[src/rtl/gc_pkg.sv]
// Package for the GameCube host-side poll transmitter and the response decoder.
// Contents:
//   GC_CMD_BITS  - length of the poll command in bits
//   GC_POLL_CMD  - poll command with the rumble bit (bit 0) cleared
//   gc_state_e   - transmitter state encoding
//   gc_lo_units  - low-phase length of one data bit, in microseconds
package gc_pkg;

    localparam int GC_CMD_BITS = 24;
    localparam logic [GC_CMD_BITS-1:0] GC_POLL_CMD = 24'h400300;

    typedef enum logic [2:0] {
        GC_IDLE,
        GC_BIT_LO,
        GC_BIT_HI,
        GC_STOP_LO,
        GC_RX_WIN
    } gc_state_e;

    // A bit cell is 4 us long. A '1' is short-low/long-high and a '0' is
    // long-low/short-high, so the high part is 4 minus this value.
    function automatic int gc_lo_units(input logic b);
        return b ? 1 : 3;
    endfunction

endpackage

[src/rtl/gc_poll_tx_if.sv]
// Handshake bundle between the N64-side poll scheduler (master) and the
// GameCube poll transmitter (slave).
//   start      scheduler -> tx   single-cycle poll request
//   rumble     scheduler -> tx   rumble bit for the requested poll
//   gc_oe      tx -> pad/sched   1 = pull the data line low
//   rx_enable  tx -> decoder     high during the controller response window
//   busy       tx -> scheduler   frame in progress
//   done       tx -> scheduler   one-cycle end-of-frame pulse
interface gc_poll_tx_if;
    logic start;
    logic rumble;
    logic gc_oe;
    logic rx_enable;
    logic busy;
    logic done;

    modport master (
        output start,
        output rumble,
        input  gc_oe,
        input  rx_enable,
        input  busy,
        input  done
    );

    modport slave (
        input  start,
        input  rumble,
        output gc_oe,
        output rx_enable,
        output busy,
        output done
    );
endinterface

[src/rtl/gc_phase_timer.sv]
// Loadable down-counter shared by every timed phase of the poll frame
// (bit low/high phases, stop bit and the response window).
// Loading N makes the phase last N+1 cycles; tc is high while the count is 0.
//   clk       system clock
//   rst_n     asynchronous active-low reset
//   load      load load_val this cycle (takes priority over counting)
//   load_val  phase length minus one
//   tc        terminal count, high while the counter is at zero
module gc_phase_timer #(
    parameter int W = 8
) (
    input  logic         clk,
    input  logic         rst_n,
    input  logic         load,
    input  logic [W-1:0] load_val,
    output logic         tc
);

    logic [W-1:0] cnt_reg;

    always_ff @(posedge clk or negedge rst_n) begin
        if (!rst_n) begin
            cnt_reg <= '0;
        end else if (load) begin
            cnt_reg <= load_val;
        end else if (cnt_reg != '0) begin
            cnt_reg <= cnt_reg - 1'b1;
        end
    end

    assign tc = (cnt_reg == '0);

endmodule

[src/rtl/gc_poll_tx.sv]
// GameCube host-side poll transmitter.
// Sends the 24-bit poll command 0x4003_0R (R = rumble) MSB first plus a stop
// bit on the open-drain data line, then opens the response window by raising
// rx_enable for RX_WINDOW_US microseconds.
// Optional feature macro: GC_AUTO_POLL_EN - when defined, a free-running
// period counter issues an internal start every POLL_PERIOD_US microseconds.
// Ports:
//   clk    system clock
//   rst_n  asynchronous active-low reset (releases the line immediately)
//   bus    gc_poll_tx_if.slave: start/rumble in, gc_oe/rx_enable/busy/done out
module gc_poll_tx
    import gc_pkg::*;
#(
    parameter int CYC_PER_US     = 25,
    parameter int RX_WINDOW_US   = 400,
    parameter int POLL_PERIOD_US = 1000
) (
    input  logic         clk,
    input  logic         rst_n,
    gc_poll_tx_if.slave  bus
);

    localparam int RX_CYC = RX_WINDOW_US * CYC_PER_US;
    localparam int TW     = $clog2(RX_CYC + 1);

    if (CYC_PER_US < 1 || RX_WINDOW_US < 1 || POLL_PERIOD_US < 1) begin : g_param_check
        $error("gc_poll_tx: timing parameters must be positive");
    end

    gc_state_e              state_reg, state_next;
    logic [GC_CMD_BITS-1:0] cmd_reg, cmd_next;
    logic [4:0]             bit_idx_reg, bit_idx_next;
    logic                   tmr_load;
    logic [TW-1:0]          tmr_val;
    logic                   tmr_tc;
    logic                   start_req;

    logic gc_oe_reg, gc_oe_next;
    logic rx_enable_reg, rx_enable_next;
    logic busy_reg, busy_next;
    logic done_reg, done_next;

    function automatic logic [TW-1:0] lo_len(input logic b);
        return TW'(gc_lo_units(b) * CYC_PER_US - 1);
    endfunction

    function automatic logic [TW-1:0] hi_len(input logic b);
        return TW'((4 - gc_lo_units(b)) * CYC_PER_US - 1);
    endfunction

`ifdef GC_AUTO_POLL_EN
    localparam int PER_CYC = POLL_PERIOD_US * CYC_PER_US;
    localparam int PW      = $clog2(PER_CYC);

    logic [PW-1:0] period_cnt_reg;
    logic          period_tick;

    assign period_tick = (period_cnt_reg == PW'(PER_CYC - 1));

    // Free-running: a tick that lands while busy is simply lost because the
    // FSM only looks at start_req in IDLE.
    always_ff @(posedge clk or negedge rst_n) begin
        if (!rst_n) begin
            period_cnt_reg <= '0;
        end else if (period_tick) begin
            period_cnt_reg <= '0;
        end else begin
            period_cnt_reg <= period_cnt_reg + 1'b1;
        end
    end

    assign start_req = bus.start | period_tick;
`else
    assign start_req = bus.start;
`endif

    gc_phase_timer #(
        .W (TW)
    ) u_timer (
        .clk      (clk),
        .rst_n    (rst_n),
        .load     (tmr_load),
        .load_val (tmr_val),
        .tc       (tmr_tc)
    );

    // State register plus the frame datapath it steers.
    always_ff @(posedge clk or negedge rst_n) begin
        if (!rst_n) begin
            state_reg   <= GC_IDLE;
            cmd_reg     <= '0;
            bit_idx_reg <= '0;
        end else begin
            state_reg   <= state_next;
            cmd_reg     <= cmd_next;
            bit_idx_reg <= bit_idx_next;
        end
    end

    // Next-state logic. Every phase change reloads the timer in the same
    // cycle as its terminal count, so phases abut with no dead cycle.
    always_comb begin
        state_next   = state_reg;
        cmd_next     = cmd_reg;
        bit_idx_next = bit_idx_reg;
        tmr_load     = 1'b0;
        tmr_val      = '0;
        case (state_reg)
            GC_IDLE: begin
                if (start_req) begin
                    cmd_next     = GC_POLL_CMD | {{(GC_CMD_BITS-1){1'b0}}, bus.rumble};
                    bit_idx_next = 5'(GC_CMD_BITS - 1);
                    state_next   = GC_BIT_LO;
                    tmr_load     = 1'b1;
                    tmr_val      = lo_len(cmd_next[GC_CMD_BITS-1]);
                end
            end
            GC_BIT_LO: begin
                if (tmr_tc) begin
                    state_next = GC_BIT_HI;
                    tmr_load   = 1'b1;
                    tmr_val    = hi_len(cmd_reg[bit_idx_reg]);
                end
            end
            GC_BIT_HI: begin
                if (tmr_tc) begin
                    tmr_load = 1'b1;
                    if (bit_idx_reg == 5'd0) begin
                        state_next = GC_STOP_LO;
                        tmr_val    = TW'(CYC_PER_US - 1);
                    end else begin
                        bit_idx_next = bit_idx_reg - 5'd1;
                        state_next   = GC_BIT_LO;
                        tmr_val      = lo_len(cmd_reg[bit_idx_next]);
                    end
                end
            end
            GC_STOP_LO: begin
                if (tmr_tc) begin
                    state_next = GC_RX_WIN;
                    tmr_load   = 1'b1;
                    tmr_val    = TW'(RX_CYC - 1);
                end
            end
            GC_RX_WIN: begin
                if (tmr_tc) begin
                    state_next = GC_IDLE;
                end
            end
            default: begin
                state_next = GC_IDLE;
            end
        endcase
    end

    // Output logic, decoded from the upcoming state so the registered
    // outputs line up with state_reg; gc_oe and rx_enable come from disjoint
    // states and therefore can never overlap.
    always_comb begin
        gc_oe_next     = (state_next == GC_BIT_LO) || (state_next == GC_STOP_LO);
        rx_enable_next = (state_next == GC_RX_WIN);
        busy_next      = (state_next != GC_IDLE);
        done_next      = (state_reg == GC_RX_WIN) && (state_next == GC_IDLE);
    end

    always_ff @(posedge clk or negedge rst_n) begin
        if (!rst_n) begin
            gc_oe_reg     <= 1'b0;
            rx_enable_reg <= 1'b0;
            busy_reg      <= 1'b0;
            done_reg      <= 1'b0;
        end else begin
            gc_oe_reg     <= gc_oe_next;
            rx_enable_reg <= rx_enable_next;
            busy_reg      <= busy_next;
            done_reg      <= done_next;
        end
    end

    assign bus.gc_oe     = gc_oe_reg;
    assign bus.rx_enable = rx_enable_reg;
    assign bus.busy      = busy_reg;
    assign bus.done      = done_reg;

endmodule
[src/flat_wrapper.sv]
// flat-port wrapper written by rule: the top's interface ports become plain ports
module gc_poll_tx_flat import gc_pkg::*;
#(
    parameter int CYC_PER_US     = 25,
    parameter int RX_WINDOW_US   = 400,
    parameter int POLL_PERIOD_US = 1000
)
  (clk, rst_n, bus_start, bus_rumble, bus_gc_oe, bus_rx_enable, bus_busy, bus_done);
  gc_poll_tx_if bus_i ();
  input  logic clk;
  input  logic rst_n;
  input wire logic [$bits(bus_i.start)-1:0] bus_start;
  input wire logic [$bits(bus_i.rumble)-1:0] bus_rumble;
  output wire logic [$bits(bus_i.gc_oe)-1:0] bus_gc_oe;
  output wire logic [$bits(bus_i.rx_enable)-1:0] bus_rx_enable;
  output wire logic [$bits(bus_i.busy)-1:0] bus_busy;
  output wire logic [$bits(bus_i.done)-1:0] bus_done;
  assign bus_i.start = bus_start;
  assign bus_i.rumble = bus_rumble;
  assign bus_gc_oe = bus_i.gc_oe;
  assign bus_rx_enable = bus_i.rx_enable;
  assign bus_busy = bus_i.busy;
  assign bus_done = bus_i.done;
  gc_poll_tx #(.CYC_PER_US(CYC_PER_US), .RX_WINDOW_US(RX_WINDOW_US), .POLL_PERIOD_US(POLL_PERIOD_US)) u_core (.clk(clk), .rst_n(rst_n), .bus(bus_i));
endmodule
[config.mk]
export PLATFORM = sky130hd
export DESIGN_NAME = gc_poll_tx_flat
export DESIGN_NICKNAME = d
export VERILOG_FILES = /design/src/rtl/gc_pkg.sv /design/src/rtl/gc_poll_tx_if.sv /design/src/rtl/gc_phase_timer.sv /design/src/rtl/gc_poll_tx.sv /design/src/flat_wrapper.sv
export SDC_FILE = /design/constraint.sdc
export NUM_CORES = 1
export LEC_CHECK = 0
export BUFFER_PORTS_ARGS = -buffer_cell sky130_fd_sc_hd__buf_2
export CELL_PAD_IN_SITES_DETAIL_PLACEMENT = 2
export CELL_PAD_IN_SITES_GLOBAL_PLACEMENT = 2
export CORE_MARGIN = 2
export CORE_UTILIZATION = 30
export DETAILED_ROUTE_END_ITERATION = 10
export PLACE_DENSITY_LB_ADDON = 0.1
export SYNTH_ARGS = -nofsm -noshare
export SYNTH_HDL_FRONTEND = slang
export SYNTH_SLANG_ARGS = --single-unit
[constraint.sdc]
create_clock -name clk -period 2 [get_ports clk]
set_input_delay 0.5 -clock clk [delete_from_list [all_inputs] [get_ports clk]]
set_output_delay 0.5 -clock clk [all_outputs]
set_load 0.05 [all_outputs]
==> impl_metrics.xml, run 1 <==
<?xml version="1.0" encoding="UTF-8"?>
<metrics>
  <group name="clock_tree">
    <metric name="cts-root-buf" unit="">sky130_fd_sc_hd__clkbuf_8</metric>
    <metric name="worst_path_clk_slew" unit="ns">0.10</metric>
    <metric name="cts-htree-levels" unit="">1</metric>
    <metric name="number_of_buffers_on_the_longest_clock_path" unit="">2</metric>
    <metric name="clock_tree_from_tritoncts" unit="">done</metric>
    <metric name="worstSkewPairLatency" unit="ns">0.28</metric>
    <metric name="cts.sink_count" unit="">28</metric>
    <metric name="cts-buffers-inserted" unit="">3</metric>
  </group>
  <group name="die">
    <metric name="initial_utilization" unit="">0.308</metric>
    <metric name="fp-row-count" unit="">27</metric>
    <metric name="die_area" unit="sq mm">0.00619</metric>
    <metric name="die_h" unit="um">78.7</metric>
    <metric name="fp.dieW" unit="um">78.7</metric>
    <metric name="core_region_area" unit="sq mm">0.00544</metric>
    <metric name="floorplan.io_pins" unit="">8</metric>
  </group>
  <group name="finish">
    <metric name="mostFrequentLayoutCells" unit="">sky130_fd_sc_hd__buf_4, sky130_fd_sc_hd__dfrtp_1, sky130_fd_sc_hd__nor2_1, sky130_fd_sc_hd__nand2_1</metric>
    <metric name="design.final.nets" unit="">240</metric>
    <metric name="flow.area_growth_from_synthesis" unit="%">45.7</metric>
    <metric name="number_of_flip_flops_under_the_largest_register_name" unit="">14</metric>
    <metric name="finish.cell_count_without_fillers" unit="">305</metric>
    <metric name="fillCellCount" unit="">582</metric>
    <metric name="layout_commonest_cell" unit="">sky130_fd_sc_hd__buf_4</metric>
    <metric name="antenna-diode-count" unit="">0</metric>
    <metric name="final_layout_size_suffix_gt1_frac" unit="">0.455</metric>
    <metric name="final_core_util" unit="">0.449</metric>
  </group>
  <group name="timing">
    <metric name="fmaxAchievable" unit="MHz">452</metric>
    <metric name="worstMarginPinSlew" unit="ns">0.665</metric>
    <metric name="min_period_over_period" unit="">1.10</metric>
    <metric name="timing.slew.headroom" unit="">0.557</metric>
    <metric name="timing_max_transition_violations_final" unit="">0</metric>
    <metric name="worst_slack" unit="ns">-0.210</metric>
    <metric name="period_minus_slack" unit="ns">2.21</metric>
    <metric name="grt_setup_unrepaired" unit="">yes</metric>
    <metric name="hold_viol_final" unit="">0</metric>
    <metric name="finalClockSkew" unit="ns">0.00213</metric>
    <metric name="setup_viol_count_final" unit="">16</metric>
  </group>
  <group name="critical_path">
    <metric name="start_kind" unit="">flip-flop</metric>
    <metric name="worst-setup-path-type" unit="">flip-flop to flip-flop</metric>
    <metric name="worstPathMaxFanout" unit="">6</metric>
    <metric name="worstSetupEndpointType" unit="">flip-flop</metric>
    <metric name="critPathRequiredTime" unit="ns">2.17</metric>
    <metric name="worst-endpoint-arrival" unit="ns">2.38</metric>
  </group>
  <group name="power_and_ir_drop">
    <metric name="static-leakage-power" unit="nW">1.00</metric>
    <metric name="max-vdd-ir-drop" unit="V">0.000499</metric>
    <metric name="power_per_cell_area" unit="mW/mm^2">1120</metric>
  </group>
  <group name="status">
    <metric name="result_of_the_run" unit="">finished with violations</metric>
    <metric name="violated_checks" unit="">setup timing</metric>
  </group>
  <group name="synthesis">
    <metric name="yosysTopAreaCellShare" unit="">0.419</metric>
    <metric name="synthTopCellsByArea" unit="">sky130_fd_sc_hd__dfrtp_1, sky130_fd_sc_hd__nor2_1, sky130_fd_sc_hd__a21oi_1</metric>
    <metric name="ys.warnings.count" unit="">0</metric>
    <metric name="mappedNetlistNets" unit="">189</metric>
    <metric name="synth.avg_cell_area" unit="sq um">9.15</metric>
    <metric name="netlist.top_cell.by_area" unit="">sky130_fd_sc_hd__dfrtp_1</metric>
    <metric name="yosysSeqAreaShare" unit="">0.419</metric>
    <metric name="synth_edf_count" unit="">0</metric>
    <metric name="yosys.cell_types.count" unit="">48</metric>
    <metric name="post_synth_instance_area" unit="sq mm">0.00167</metric>
    <metric name="synthCells" unit="">183</metric>
    <metric name="ys.flop_type" unit="">sky130_fd_sc_hd__dfrtp_1</metric>
    <metric name="ys_seq_elements" unit="">28</metric>
    <metric name="async_flop_share" unit="">1.00</metric>
  </group>
  <group name="grt">
    <metric name="grt.met3_usage" unit="">0.0182</metric>
    <metric name="antenna_violations_before_repair" unit="">0</metric>
    <metric name="grt_pass1_vias" unit="">1827</metric>
    <metric name="grt_first_pass_wirelength" unit="mm">9.59</metric>
    <metric name="grt.overflow.total" unit="">0</metric>
    <metric name="gr-usage-met2" unit="">0.353</metric>
    <metric name="gr-usage-all-layers" unit="">0.196</metric>
    <metric name="use_met1" unit="">0.255</metric>
    <metric name="grt_max_degree" unit="">29</metric>
    <metric name="grt_busiest_layer" unit="">met2</metric>
  </group>
  <group name="routing">
    <metric name="avgRoutedWirePerCell" unit="um">18.6</metric>
    <metric name="postRouteAntennaNets" unit="">0</metric>
    <metric name="avgViaCountPerCell" unit="">5.30</metric>
    <metric name="vias" unit="">1617</metric>
    <metric name="detailedRoute.firstPassIterationCount" unit="">4</metric>
    <metric name="detail_route.wirelength" unit="mm">5.66</metric>
    <metric name="dr.first_iter.drc_count" unit="">39</metric>
    <metric name="drc" unit="">0</metric>
  </group>
  <group name="place">
    <metric name="placement.io_buffers" unit="">7</metric>
    <metric name="post-dp-hpwl" unit="mm">4.11</metric>
    <metric name="placed_cells" unit="">291</metric>
    <metric name="replace_congestion" unit="">0.811</metric>
  </group>
  <group name="min_path">
    <metric name="timing.hold.worst.class" unit="">input port to asynchronous set/reset pin</metric>
  </group>
  <group name="run">
    <metric name="cap_violations" unit="">0</metric>
  </group>
</metrics>
==> metal layers <==
layer,vias up,part of all wire,wire length (um)
li1,764,-,-
met1,837,0.46,2610
met2,10,0.51,2910
met3,6,0.013,73
met4,0,0.013,74
met5,-,0,0
==> where the power goes <==
| part | internal (mW) | switching [mW] |
|---|---|---|
| clock network | 0.177 | 0.196 |
| registers | 0.747 | 0.195 |
| logic | 0.693 | 0.717 |
| total | 1.62 | 1.11 |
==> worst max-delay path: stages (launching register included) <==
cell,delay [ns]
sky130_fd_sc_hd__dfrtp_1,0.41
sky130_fd_sc_hd__inv_2,0.09
sky130_fd_sc_hd__ha_4,0.12
sky130_fd_sc_hd__or4b_4,0.53
sky130_fd_sc_hd__or4_4,0.58
sky130_fd_sc_hd__nor2_4,0.24
sky130_fd_sc_hd__a22oi_2,0.12
==> per-stage QoR <==
stage          hold WS (ns)  total power [mW]  cell area [sq um]  setup slack, ns  TNS (ns)
2_1_floorplan         0.204              1.65               1730           -0.167    -0.994
3_3_place_gp          0.511              2.08               2080           -0.137     -1.27
3_5_place_dp          0.522              2.15               2080           -0.232     -2.36
4_1_cts               0.262              2.62               2250           -0.157     -1.27
5_1_grt               0.266              2.93               2440           -0.288     -3.41
6_report              0.232              2.72               2440           -0.210     -1.57
==> cell families (layout without fill, tap and decap cells) <==
group                    Yosys count  after routing  share of synthesized area
AND/OR/NAND/NOR                   84             84                      0.288
AO/OA/AOI/OAI                     42             42                      0.164
flip-flops                        28             28                      0.419
buffers and inverters             14             64                     0.0441
XOR/XNOR                          10             10                     0.0523
multiplexers                       3              3                     0.0187
adder cells (fa/ha/maj)            2              2                     0.0149
==> cells in the mapped netlist (4+ instances only) <==
| library cell | number |
|---|---|
| sky130_fd_sc_hd__xnor2_1 | 7 |
| sky130_fd_sc_hd__nand3_1 | 5 |
| sky130_fd_sc_hd__dfrtp_1 | 28 |
| sky130_fd_sc_hd__nor2_1 | 19 |
| sky130_fd_sc_hd__nor4_1 | 6 |
| sky130_fd_sc_hd__inv_1 | 5 |
| sky130_fd_sc_hd__o21ai_0 | 8 |
| sky130_fd_sc_hd__nor3_1 | 10 |
| sky130_fd_sc_hd__nand2_1 | 15 |
| sky130_fd_sc_hd__nand2b_1 | 4 |
| sky130_fd_sc_hd__a21oi_1 | 14 |
| sky130_fd_sc_hd__or3_1 | 5 |
| sky130_fd_sc_hd__buf_2 | 5 |
==> final timing paths <==
kind,start,end,slack [ns],depth (start not counted)
max reg2reg,u_core.u_timer.cnt_reg[1]$_DFFE_PN0P_,u_core.u_timer.cnt_reg[1]$_DFFE_PN0P_,-0.21,6
min in group clk,bus_rumble,u_core.cmd_reg[0]$_DFFE_PN0P_,0.45,2
min reg2reg,u_core.cmd_reg[8]$_DFFE_PN0P_,u_core.cmd_reg[8]$_DFFE_PN0P_,0.54,1
min,rst_n,u_core.bus.busy$_DFF_PN0_,0.23,1
max,u_core.u_timer.cnt_reg[1]$_DFFE_PN0P_,u_core.u_timer.cnt_reg[1]$_DFFE_PN0P_,-0.21,6
max in group asynchronous,rst_n,u_core.cmd_reg[8]$_DFFE_PN0P_,1.33,1
==> area by class of cell <==
type	count	area, sq um	share of cell area
well taps	72	90.1	0.0369
multi-input cells	141	1150	0.470
inverters	5	18.8	0.00769
repair buffers	55	429	0.176
flip-flops and latches	28	701	0.287
clock buffers	4	55.1	0.0226
==> timing repair <==
item	in CTS	in global routing
pin swaps	9	16
hold buffers	0	0
endpoints found under the setup margin	24	24
setup buffers	5	6
resized for setup	16	34
Power figures use the tool's default switching activity.
==> run 2, diff against run 1 <==
CAP_MARGIN = 20   (was not set)
GPL_TIMING_DRIVEN = 0   (was not set)
==> impl_metrics.xml, run 2 (synthesis gave the netlist of run 1 again) <==
<?xml version="1.0" encoding="UTF-8"?>
<metrics>
  <group name="timing">
    <metric name="hold_viol_final" unit="">0</metric>
    <metric name="grt_setup_unrepaired" unit="">yes</metric>
    <metric name="min_period_over_period" unit="">1.13</metric>
    <metric name="period_minus_slack" unit="ns">2.25</metric>
    <metric name="worstMarginPinSlew" unit="ns">0.715</metric>
    <metric name="finalClockSkew" unit="ns">0.00447</metric>
    <metric name="timing.slew.headroom" unit="">0.520</metric>
    <metric name="timing_max_transition_violations_final" unit="">0</metric>
    <metric name="worst_slack" unit="ns">-0.252</metric>
    <metric name="hold-worst-slack" unit="ns">0.239</metric>
    <metric name="fmaxAchievable" unit="MHz">444</metric>
    <metric name="setup_viol_count_final" unit="">21</metric>
    <metric name="tns" unit="ns">-2.60</metric>
  </group>
  <group name="min_path">
    <metric name="timing.hold.worst.class" unit="">input port to asynchronous set/reset pin</metric>
  </group>
  <group name="die">
    <metric name="core_region_area" unit="sq mm">0.00544</metric>
    <metric name="die_h" unit="um">78.7</metric>
    <metric name="die_area" unit="sq mm">0.00619</metric>
    <metric name="fp.dieW" unit="um">78.7</metric>
    <metric name="fp-row-count" unit="">27</metric>
    <metric name="floorplan.io_pins" unit="">8</metric>
    <metric name="initial_utilization" unit="">0.308</metric>
  </group>
  <group name="finish">
    <metric name="flow.area_growth_from_synthesis" unit="%">37.5</metric>
    <metric name="mostFrequentLayoutCells" unit="">sky130_fd_sc_hd__dfrtp_1, sky130_fd_sc_hd__buf_4, sky130_fd_sc_hd__nor2_1, sky130_fd_sc_hd__buf_2, sky130_fd_sc_hd__nand2_1</metric>
    <metric name="fillCellCount" unit="">597</metric>
    <metric name="design_area" unit="sq mm">0.00230</metric>
    <metric name="design.final.nets" unit="">225</metric>
    <metric name="final_layout_size_suffix_gt1_frac" unit="">0.417</metric>
    <metric name="finish.cell_count_without_fillers" unit="">290</metric>
    <metric name="layout_commonest_cell" unit="">sky130_fd_sc_hd__dfrtp_1</metric>
    <metric name="antenna-diode-count" unit="">0</metric>
    <metric name="number_of_flip_flops_under_the_largest_register_name" unit="">14</metric>
  </group>
  <group name="clock_tree">
    <metric name="cts.sink_count" unit="">28</metric>
    <metric name="cts-buffers-inserted" unit="">3</metric>
    <metric name="worst_path_clk_slew" unit="ns">0.11</metric>
    <metric name="cts-htree-levels" unit="">1</metric>
    <metric name="worstSkewPairLatency" unit="ns">0.29</metric>
    <metric name="clock_tree_from_tritoncts" unit="">done</metric>
    <metric name="cts-root-buf" unit="">sky130_fd_sc_hd__clkbuf_8</metric>
    <metric name="number_of_buffers_on_the_longest_clock_path" unit="">2</metric>
  </group>
  <group name="critical_path">
    <metric name="worst-endpoint-arrival" unit="ns">2.43</metric>
    <metric name="crit_path_cell_trace" unit="">inv_2 -&gt; ha_4 -&gt; or4b_4 -&gt; or4_4 -&gt; nor2_4 -&gt; a22oi_2</metric>
    <metric name="critPathRequiredTime" unit="ns">2.18</metric>
    <metric name="start_kind" unit="">flip-flop</metric>
    <metric name="path_buf_inv" unit="">1</metric>
    <metric name="crit_path_top_delay_cell" unit="">sky130_fd_sc_hd__or4_4</metric>
    <metric name="worst-setup-path-type" unit="">flip-flop to flip-flop</metric>
    <metric name="regToRegSetupSlack" unit="ns">-0.25</metric>
    <metric name="worstSetupEndpointType" unit="">flip-flop</metric>
    <metric name="worstPathMaxFanout" unit="">6</metric>
    <metric name="peak_per_stage_delay_on_the_critical_path" unit="ns">0.61</metric>
    <metric name="crit_path_leading_delay_family" unit="">simple AND/OR/NAND/NOR gates</metric>
  </group>
  <group name="routing">
    <metric name="detail_route.wirelength" unit="mm">5.80</metric>
    <metric name="postRouteAntennaNets" unit="">0</metric>
    <metric name="detailedRoute.firstPassIterationCount" unit="">5</metric>
    <metric name="dr.first_iter.drc_count" unit="">56</metric>
    <metric name="avgViaCountPerCell" unit="">5.42</metric>
    <metric name="drc" unit="">0</metric>
    <metric name="vias" unit="">1571</metric>
    <metric name="avgRoutedWirePerCell" unit="um">20.0</metric>
  </group>
  <group name="power_and_ir_drop">
    <metric name="static-leakage-power" unit="nW">0.914</metric>
    <metric name="power_per_cell_area" unit="mW/mm^2">1110</metric>
    <metric name="max-vdd-ir-drop" unit="V">0.000550</metric>
  </group>
  <group name="grt">
    <metric name="gr-usage-all-layers" unit="">0.196</metric>
    <metric name="grt.met3_usage" unit="">0.0170</metric>
    <metric name="gr-usage-met2" unit="">0.340</metric>
    <metric name="grt_first_pass_wirelength" unit="mm">9.44</metric>
    <metric name="grt_busiest_layer" unit="">met2</metric>
    <metric name="antenna_violations_before_repair" unit="">0</metric>
    <metric name="grt.overflow.total" unit="">0</metric>
    <metric name="grt_max_degree" unit="">29</metric>
    <metric name="grt_pass1_vias" unit="">1702</metric>
    <metric name="use_met1" unit="">0.270</metric>
  </group>
  <group name="place">
    <metric name="worst_slack_at_placement" unit="ns">-0.384</metric>
    <metric name="placed_cells" unit="">263</metric>
    <metric name="dpl_cell_area" unit="sq mm">0.00187</metric>
    <metric name="post-dp-hpwl" unit="mm">3.64</metric>
    <metric name="replace_congestion" unit="">0.800</metric>
    <metric name="placement.io_buffers" unit="">7</metric>
  </group>
  <group name="status">
    <metric name="violated_checks" unit="">setup timing</metric>
    <metric name="result_of_the_run" unit="">finished with violations</metric>
  </group>
  <group name="run">
    <metric name="cap_violations" unit="">0</metric>
  </group>
</metrics>
-- run 2: cell types whose count changed in the layout (fill, tap and decap cells not counted), sizes merged --
cell,change
buf,-16
clkbuf,+1
-- run 2: cell type report --
type,count,area (sq um),share of cell area
multi-input combinational,141,1130,0.493
sequential,28,701,0.304
timing repair buffer,33,253,0.110
tap,72,90.1,0.0391
clock buffer,4,55.1,0.0239
buffer,7,50.0,0.0217
inverter,5,18.8,0.00815
-- run 2: layer usage --
layer / share of wire / routed length, um
met5: 0 / 0
met3: 0.012 / 71
met1: 0.45 / 2630
met4: 0.0062 / 36
met2: 0.53 / 3070
-- run 2: path summary, 6_finish.rpt --
kind / startpoint / end / depth (start not counted)
worst max-delay path: u_core.u_timer.cnt_reg[1]$_DFFE_PN0P_ / u_core.u_timer.cnt_reg[1]$_DFFE_PN0P_ / 6
worst min-delay path: rst_n / u_core.bus.busy$_DFF_PN0_ / 1
worst max register to register: u_core.u_timer.cnt_reg[1]$_DFFE_PN0P_ / u_core.u_timer.cnt_reg[1]$_DFFE_PN0P_ / 6
worst min register to register: u_core.cmd_reg[8]$_DFFE_PN0P_ / u_core.cmd_reg[8]$_DFFE_PN0P_ / 1
max in group asynchronous: rst_n / u_core.u_timer.cnt_reg[0]$_DFFE_PN0P_ / 1
min in group clk: bus_rumble / u_core.cmd_reg[0]$_DFFE_PN0P_ / 2
-- run 2: power breakdown --
| part | internal (mW) | leakage, nW | total, mW | switching [mW] |
|---|---|---|---|---|
| clock network | 0.177 | 0.0288 | 0.378 | 0.201 |
| logic | 0.560 | 0.558 | 1.18 | 0.624 |
| registers | 0.746 | 0.327 | 0.986 | 0.240 |
-- run 2: worst reg2reg max path: stages (launching register included) --
cell	delay (ns)
sky130_fd_sc_hd__dfrtp_1	0.42
sky130_fd_sc_hd__inv_2	0.09
sky130_fd_sc_hd__ha_4	0.13
sky130_fd_sc_hd__or4b_4	0.53
sky130_fd_sc_hd__or4_4	0.61
sky130_fd_sc_hd__nor2_4	0.24
sky130_fd_sc_hd__a22oi_2	0.12
-- run 2: through the flow --
stage	total power, mW	util
after floorplan	1.65	-
after global placement	1.83	0.342
after detailed placement	1.89	0.343
after CTS	2.40	0.403
after global routing	2.75	0.423
final	2.55	0.423
-- run 2: timing repair --
item,4_1_cts,5_1_grt
gates resized for setup,37,12
pin swaps,22,13
setup buffers,18,7
endpoints found under the setup margin,25,26
hold buffers,0,0
cloned,0,0
